File: config.mk
export PLATFORM = sky130hd
export DESIGN_NAME = instr_decode_stage
export DESIGN_NICKNAME = d
export VERILOG_FILES = /design/src/rtl/instr_decode_stage_pkg.sv /design/src/rtl/instr_decode_stage_field_classify.sv /design/src/rtl/instr_decode_stage.sv
export SDC_FILE = /design/constraint.sdc
export NUM_CORES = 1
export LEC_CHECK = 0
export CORE_UTILIZATION = 40
export CTS_CLUSTER_DIAMETER = 50
export DETAILED_ROUTE_END_ITERATION = 12
export HOLD_SLACK_MARGIN = 0.08
export PLACE_DENSITY = 0.73
export SYNTH_ARGS = -nofsm -noshare
export SYNTH_HDL_FRONTEND = slang
export SYNTH_SLANG_ARGS = --single-unit
File: constraint.sdc
create_clock -name clk -period 2.55 [get_ports clk]
set_input_delay 0.3825 -clock clk [delete_from_list [all_inputs] [get_ports clk]]
set_output_delay 0.3825 -clock clk [all_outputs]
set_load 0.01 [all_outputs]
File: src/rtl/instr_decode_stage_pkg.sv
// Shared MIPS opcode/funct constants, format-class encodings and decode helpers
// for the instruction decode stage.
package instr_decode_stage_pkg;

    localparam int unsigned OP_W    = 6;
    localparam int unsigned REG_W   = 5;
    localparam int unsigned FUNCT_W = 6;
    localparam int unsigned ADDR_W  = 26;
    localparam int unsigned IMM_W   = 16;

    // Primary opcodes
    localparam logic [OP_W-1:0] OP_RTYPE = 6'h00;
    localparam logic [OP_W-1:0] OP_J     = 6'h02;
    localparam logic [OP_W-1:0] OP_JAL   = 6'h03;
    localparam logic [OP_W-1:0] OP_BEQ   = 6'h04;
    localparam logic [OP_W-1:0] OP_BNE   = 6'h05;
    localparam logic [OP_W-1:0] OP_BLEZ  = 6'h06;
    localparam logic [OP_W-1:0] OP_BGTZ  = 6'h07;
    localparam logic [OP_W-1:0] OP_ADDI  = 6'h08;
    localparam logic [OP_W-1:0] OP_ADDIU = 6'h09;
    localparam logic [OP_W-1:0] OP_SLTI  = 6'h0A;
    localparam logic [OP_W-1:0] OP_SLTIU = 6'h0B;
    localparam logic [OP_W-1:0] OP_ANDI  = 6'h0C;
    localparam logic [OP_W-1:0] OP_ORI   = 6'h0D;
    localparam logic [OP_W-1:0] OP_XORI  = 6'h0E;
    localparam logic [OP_W-1:0] OP_LUI   = 6'h0F;
    localparam logic [OP_W-1:0] OP_LB    = 6'h20;
    localparam logic [OP_W-1:0] OP_LH    = 6'h21;
    localparam logic [OP_W-1:0] OP_LW    = 6'h23;
    localparam logic [OP_W-1:0] OP_LBU   = 6'h24;
    localparam logic [OP_W-1:0] OP_LHU   = 6'h25;
    localparam logic [OP_W-1:0] OP_SB    = 6'h28;
    localparam logic [OP_W-1:0] OP_SH    = 6'h29;
    localparam logic [OP_W-1:0] OP_SW    = 6'h2B;

    // R-type funct codes
    localparam logic [FUNCT_W-1:0] FN_SLL   = 6'h00;
    localparam logic [FUNCT_W-1:0] FN_SRL   = 6'h02;
    localparam logic [FUNCT_W-1:0] FN_SRA   = 6'h03;
    localparam logic [FUNCT_W-1:0] FN_SLLV  = 6'h04;
    localparam logic [FUNCT_W-1:0] FN_SRLV  = 6'h06;
    localparam logic [FUNCT_W-1:0] FN_SRAV  = 6'h07;
    localparam logic [FUNCT_W-1:0] FN_JR    = 6'h08;
    localparam logic [FUNCT_W-1:0] FN_JALR  = 6'h09;
    localparam logic [FUNCT_W-1:0] FN_MFHI  = 6'h10;
    localparam logic [FUNCT_W-1:0] FN_MTHI  = 6'h11;
    localparam logic [FUNCT_W-1:0] FN_MFLO  = 6'h12;
    localparam logic [FUNCT_W-1:0] FN_MTLO  = 6'h13;
    localparam logic [FUNCT_W-1:0] FN_MULT  = 6'h18;
    localparam logic [FUNCT_W-1:0] FN_MULTU = 6'h19;
    localparam logic [FUNCT_W-1:0] FN_DIV   = 6'h1A;
    localparam logic [FUNCT_W-1:0] FN_DIVU  = 6'h1B;
    localparam logic [FUNCT_W-1:0] FN_ADD   = 6'h20;
    localparam logic [FUNCT_W-1:0] FN_ADDU  = 6'h21;
    localparam logic [FUNCT_W-1:0] FN_SUB   = 6'h22;
    localparam logic [FUNCT_W-1:0] FN_SUBU  = 6'h23;
    localparam logic [FUNCT_W-1:0] FN_AND   = 6'h24;
    localparam logic [FUNCT_W-1:0] FN_OR    = 6'h25;
    localparam logic [FUNCT_W-1:0] FN_XOR   = 6'h26;
    localparam logic [FUNCT_W-1:0] FN_NOR   = 6'h27;
    localparam logic [FUNCT_W-1:0] FN_SLT   = 6'h2A;
    localparam logic [FUNCT_W-1:0] FN_SLTU  = 6'h2B;

    typedef enum logic [1:0] {
        ITYPE_R   = 2'd0,
        ITYPE_I   = 2'd1,
        ITYPE_J   = 2'd2,
        ITYPE_ILL = 2'd3
    } itype_e;

    // Decoded fields carried through the buffer (extended immediate kept separately, it is N wide)
    typedef struct packed {
        logic [OP_W-1:0]    op;
        logic [REG_W-1:0]   rs;
        logic [REG_W-1:0]   rt;
        logic [REG_W-1:0]   rd;
        logic [REG_W-1:0]   shamt;
        logic [FUNCT_W-1:0] funct;
        logic [ADDR_W-1:0]  addr;
        itype_e             itype;
    } dec_fields_t;

    function automatic logic is_r_funct(input logic [FUNCT_W-1:0] f);
        case (f)
            FN_SLL, FN_SRL, FN_SRA, FN_SLLV, FN_SRLV, FN_SRAV, FN_JR, FN_JALR,
            FN_MFHI, FN_MTHI, FN_MFLO, FN_MTLO, FN_MULT, FN_MULTU, FN_DIV, FN_DIVU,
            FN_ADD, FN_ADDU, FN_SUB, FN_SUBU, FN_AND, FN_OR, FN_XOR, FN_NOR,
            FN_SLT, FN_SLTU: return 1'b1;
            default:         return 1'b0;
        endcase
    endfunction

    function automatic logic is_i_op(input logic [OP_W-1:0] o);
        case (o)
            OP_BEQ, OP_BNE, OP_BLEZ, OP_BGTZ, OP_ADDI, OP_ADDIU, OP_SLTI, OP_SLTIU,
            OP_ANDI, OP_ORI, OP_XORI, OP_LUI, OP_LB, OP_LH, OP_LW, OP_LBU, OP_LHU,
            OP_SB, OP_SH, OP_SW: return 1'b1;
            default:             return 1'b0;
        endcase
    endfunction

    function automatic logic is_logic_op(input logic [OP_W-1:0] o);
        return (o == OP_ANDI) || (o == OP_ORI) || (o == OP_XORI);
    endfunction

    function automatic itype_e classify(input logic [OP_W-1:0] o, input logic [FUNCT_W-1:0] f);
        if (o == OP_RTYPE)                return is_r_funct(f) ? ITYPE_R : ITYPE_ILL;
        else if (o == OP_J || o == OP_JAL) return ITYPE_J;
        else if (is_i_op(o))              return ITYPE_I;
        else                              return ITYPE_ILL;
    endfunction

endpackage

File: src/rtl/instr_decode_stage_field_classify.sv
// Combinational field extraction, immediate extension and format classification
// of one raw instruction word.
module instr_field_classify
    import instr_decode_stage_pkg::*;
#(
    parameter int unsigned N          = 32,
    parameter bit          ZEXT_LOGIC = 1'b1
) (
    input  logic [N-1:0]  i_instr,
    output dec_fields_t   o_fields,
    output logic [N-1:0]  o_imm_ext
);

    logic w_zext;

    always_comb begin
        o_fields.op    = i_instr[31:26];
        o_fields.rs    = i_instr[25:21];
        o_fields.rt    = i_instr[20:16];
        o_fields.rd    = i_instr[15:11];
        o_fields.shamt = i_instr[10:6];
        o_fields.funct = i_instr[5:0];
        o_fields.addr  = i_instr[25:0];
        o_fields.itype = classify(i_instr[31:26], i_instr[5:0]);
    end

    // Logical immediates are zero-extended only when the build asks for it
    assign w_zext    = ZEXT_LOGIC && is_logic_op(i_instr[31:26]);
    assign o_imm_ext = w_zext ? {{(N-IMM_W){1'b0}},        i_instr[IMM_W-1:0]}
                              : {{(N-IMM_W){i_instr[IMM_W-1]}}, i_instr[IMM_W-1:0]};

endmodule

File: src/rtl/instr_decode_stage.sv
// Instruction decode stage: classify incoming words, then buffer decoded results
// in a two-entry (main + skid) register stage with valid/ready handshakes.
module instr_decode_stage
    import instr_decode_stage_pkg::*;
#(
    parameter int unsigned N          = 32,
    parameter bit          ZEXT_LOGIC = 1'b1
) (
    input  logic                 clk,
    input  logic                 rst,
    input  logic                 in_valid,
    output logic                 in_ready,
    input  logic [N-1:0]         instr,
    input  logic                 flush,
    output logic                 out_valid,
    input  logic                 out_ready,
    output logic [OP_W-1:0]      op,
    output logic [REG_W-1:0]     rs,
    output logic [REG_W-1:0]     rt,
    output logic [REG_W-1:0]     rd,
    output logic [REG_W-1:0]     shamt,
    output logic [FUNCT_W-1:0]   funct,
    output logic [N-1:0]         imm_ext,
    output logic [ADDR_W-1:0]    addr,
    output logic [1:0]           itype
);

    dec_fields_t  w_new_fields;
    logic [N-1:0] w_new_imm;

    dec_fields_t  r_main_fields, r_skid_fields;
    logic [N-1:0] r_main_imm, r_skid_imm;
    logic         r_main_valid, r_skid_valid, r_in_ready;

    logic w_accept, w_drain;
    logic w_main_valid_n, w_skid_valid_n;
    logic w_load_main_new, w_load_main_skid, w_load_skid;

    instr_field_classify #(
        .N          (N),
        .ZEXT_LOGIC (ZEXT_LOGIC)
    ) u_classify (
        .i_instr   (instr),
        .o_fields  (w_new_fields),
        .o_imm_ext (w_new_imm)
    );

    assign w_accept = in_valid && r_in_ready;
    assign w_drain  = r_main_valid && out_ready;

    // Next-state of the two entries; skid always feeds main first to keep program order
    always_comb begin
        w_main_valid_n   = r_main_valid;
        w_skid_valid_n   = r_skid_valid;
        w_load_main_new  = 1'b0;
        w_load_main_skid = 1'b0;
        w_load_skid      = 1'b0;
        if (flush) begin
            w_main_valid_n = 1'b0;
            w_skid_valid_n = 1'b0;
        end else if (!r_main_valid || w_drain) begin
            if (r_skid_valid) begin
                w_main_valid_n   = 1'b1;
                w_load_main_skid = 1'b1;
                w_skid_valid_n   = w_accept;
                w_load_skid      = w_accept;
            end else begin
                w_main_valid_n  = w_accept;
                w_load_main_new = w_accept;
                w_skid_valid_n  = 1'b0;
            end
        end else if (w_accept) begin
            w_skid_valid_n = 1'b1;
            w_load_skid    = 1'b1;
        end
    end

    always_ff @(posedge clk or posedge rst) begin
        if (rst) begin
            r_main_valid  <= 1'b0;
            r_skid_valid  <= 1'b0;
            r_in_ready    <= 1'b1;
            r_main_fields <= '0;
            r_skid_fields <= '0;
            r_main_imm    <= '0;
            r_skid_imm    <= '0;
        end else begin
            r_main_valid <= w_main_valid_n;
            r_skid_valid <= w_skid_valid_n;
            r_in_ready   <= !w_skid_valid_n;
            if (w_load_main_new) begin
                r_main_fields <= w_new_fields;
                r_main_imm    <= w_new_imm;
            end else if (w_load_main_skid) begin
                r_main_fields <= r_skid_fields;
                r_main_imm    <= r_skid_imm;
            end
            if (w_load_skid) begin
                r_skid_fields <= w_new_fields;
                r_skid_imm    <= w_new_imm;
            end
        end
    end

    assign in_ready  = r_in_ready;
    assign out_valid = r_main_valid;
    assign op        = r_main_fields.op;
    assign rs        = r_main_fields.rs;
    assign rt        = r_main_fields.rt;
    assign rd        = r_main_fields.rd;
    assign shamt     = r_main_fields.shamt;
    assign funct     = r_main_fields.funct;
    assign addr      = r_main_fields.addr;
    assign itype     = r_main_fields.itype;
    assign imm_ext   = r_main_imm;

endmodule

==> results_dict.tcl <==
set metrics [dict create \
    initialDrtViolationCount 88 \
    place.gp.congestion 0.733 \
    fillerInstances 766 \
    maximum_frequency_from_static_timing_analysis_mhz 509 \
    drt-total-wl_um 7170 \
    wl_per_cell_um 14.1 \
    number_of_hold_violations_in_the_final_report 0 \
    busiest_layer "met2" \
    finalWorstPathRequiredPeriod_ns 1.96 \
    critical_path.reg2reg.endpoint "itype[1]$_DFFE_PP0P_" \
    r2r_cells 4 \
    timing.critical_path.buf_inv 1 \
    ios 131 \
    slew_headroom_pct 59.8 \
    timing.critical_path.slowest_cell_delay_ns 0.63 \
    fin_nets 435 \
    synthCells 325 \
    initial_utilization_pct 41.3 \
    vias 2515 \
    clkSlewWorstSetupHoldPaths_ns 0.07 \
    leakage_nw 2.00 \
    dieHeight_um 96.9 \
    postSynthRegisterBits 73 \
    clk-insertion-delay-late_ns 0.33 \
    post_cts_resize_count 0 \
    netlist-cell-type-count 35 \
    place.port_buffers 130 \
    ctsRootBufferMaster "clkbuf_8" \
    antenna_found_initial 0 \
    clockBufferDepth 2 \
    syn-cell-area_um2 3600 \
    placed_cells 495 \
    final-instance-count-excl-fill 509 \
    worstSetupStartpointType "flop" \
    dp.final_hpwl_um 4840 \
    grt_use_total_pct 15.4 \
    run_status "finished, final reports clean" \
    required_ns 2.17 \
    syn-num-nets 362 \
    irDropWorstVdd_mv 0.365 \
    diodes 0 \
    synth.yosys.warnings 0 \
    tightest_slew_ns 0.603 \
    core_area_um2 8720 \
    worst_setup_path_end_kind "output pin" \
    min_period_over_period_pct 77.0 \
    worstPathCellList "clkdlybuf4s50_1" \
    hold_class "primary input to asynchronous set/reset pin" \
    cts_hold_repair.buffers 0 \
    route.antenna.remaining_nets 0 \
    power_per_cell_area_nw_per_um2 827 \
    syn2layout_area_growth_pct 32.0 \
    r2r_slack_ns 0.67 \
    worst_path_max_delay_cell "clkdlybuf4s50_1" \
    met2_usage_pct 24.7 \
    grt_pass1_vias 2427 \
    deepest_level_of_the_cts_h_tree 3 \
    sequential_cell_area_um2 1830 \
    pin_count_of_the_biggest_net_entering_global_routing 67 \
    dr.pass1.iters 4 \
    globalRoute.totalOverflow 0 \
    worst_ep_arrival_time_ns 1.58 \
    mostFrequentLayoutCells "130 x clkdlybuf4s50_1, 72 x dfrtp_1, 37 x nor2_1, 37 x a21oi_1, 31 x mux2i_1" \
    rsz0062_at_grt "false" \
    cts.sinks 73 \
    drc 0 \
    wire_length_of_the_first_global_routing_pass_um 11700 \
    tns_ns 0 \
    timing_max_transition_violations_final 0 \
    tritoncts "built" \
    critical-path-top-delay-family "buffers and inverters" \
    setup_viol 0 \
    num_rows 34 \
    vias_cell 4.94 \
    avgSynthCellArea_um2 11.1 \
    die_width_um 96.9 \
    path_max_fanout 17 \
    die_area_um2 9380 \
    crit_type "flop to output pin" \
    postCtsSetupBuffers 0 \
    drv.max_cap_violation_count 0 \
    layout-drive-gt1-share_pct 13.2 \
    final_common_cell "clkdlybuf4s50_1" \
    synth_sequential_area_ratio_pct 50.8 \
    multi_input_comb_area_um2 1260 \
    grt.met1_usage_pct 19.8 \
    finClkSkew_ns 0.00677 \
    grt_use_met3_pct 4.34 \
    worstReg2RegStart "in_ready$_DFF_PP1_" \
    cts_inserted_buffers 9 \
]
==> power breakdown <==
| part | total [mW] | internal (mW) | leakage (nW) | switching [mW] |
|---|---|---|---|---|
| Combinational | 1.47 | 0.911 | 1.05 | 0.560 |
| Clock | 0.781 | 0.398 | 0.0826 | 0.383 |
| Sequential | 1.68 | 1.47 | 0.862 | 0.212 |
==> worst register-to-register path: stages, from the launching register on <==
cell and delay [ns]:
dfstp_2 0.56, nand2_1 0.11, or4_1 0.72, nor3_1 0.29
a221o_1 0.14
==> synth_stat cells (all sizes together) <==
library cell  number  area, µm²
nand4              1       6.26
dfrtp             72       1800
a21o               1       7.51
nor3               3       15.0
or4b               1       10.0
or4                1       7.51
o31ai              1       7.51
buf               70        507
inv                3       11.3
nor4b              1       8.76
mux2i             31        310
a21oi             37        185
dfstp              1       26.3
clkbuf             2       7.51
nand3              2       10.0
a31o               1       8.76
nand2              9       33.8
nor4               1       6.26
or3                2       17.5
o21ai              7       35.0
or4bb              1       11.3
nor2              37        139
a211oi             1       7.51
nand2b             3       18.8
mux2              31        357
a31oi              1       6.26
a22oi              1       7.51
nor2b              2       20.0
a221o              1       10.0
==> state kept, by name (all words and copies together), names as in the netlist <==
signal,flops
op,6
r_skid_fields,34
imm_ext,1
shamt,4
funct,5
in_ready,1
r_skid_valid,1
rs,4
addr,5
r_skid_imm,1
rt,4
itype,2
rd,4
out_valid,1
==> final cells by class <==
cell class | instances | area share (%)
Inverter | 3 | 0.237
Timing Repair Buffer | 134 | 28.5
Multi-Input combinational cell | 177 | 26.5
Sequential cell | 73 | 38.5
Tap cell | 108 | 2.84
Clock buffer | 14 | 3.42
==> cell families after synthesis <==
| logic type | synth area share (%) |
|---|---|
| AND/OR/NAND/NOR | 8.45 |
| AO/OA/AOI/OAI | 7.65 |
| flip-flops | 50.8 |
| multiplexers | 18.5 |
| buffers and inverters | 14.6 |
==> through the flow <==
stage | worst slack, ns | area, µm² | util (%) | total power [mW] | hold WS [ns]
6_report | 0.587 | 4750 | 54.5 | 3.93 | 0.430
2_1_floorplan | 0.316 | 3600 | - | 2.59 | 0.446
3_3_place_gp | 0.325 | 4590 | 52.6 | 3.14 | 0.463
4_1_cts | 0.556 | 4750 | 54.5 | 3.98 | 0.432
5_1_grt | 0.491 | 4750 | 54.5 | 4.16 | 0.450
3_5_place_dp | 0.297 | 4590 | 52.6 | 3.19 | 0.472
==> per-layer routing <==
layer  wire, µm  vias up  part of all wire (%)
met1       3160     1196                    44
met5          0        -                     0
met3        485       10                   6.8
li1           -     1200                     -
met2       3410      109                    48
met4        110        0                   1.5
==> worst max-delay path by stage <==
stage                                  startpoint                   end  cells past startpoint  slack (ns)
after floorplan                               rst  addr[10]$_DFFE_PP0P_                      1        0.32
after global placement                      flush     op[1]$_DFFE_PP0P_                      5        0.33
after detailed placement                    flush     op[1]$_DFFE_PP0P_                      5        0.30
after CTS                 imm_ext[30]$_DFFE_PP0P_           imm_ext[27]                      1        0.56
after global routing      imm_ext[30]$_DFFE_PP0P_           imm_ext[31]                      1        0.49
final                     imm_ext[30]$_DFFE_PP0P_           imm_ext[31]                      1        0.59
(Power assumes the default switching activity.)
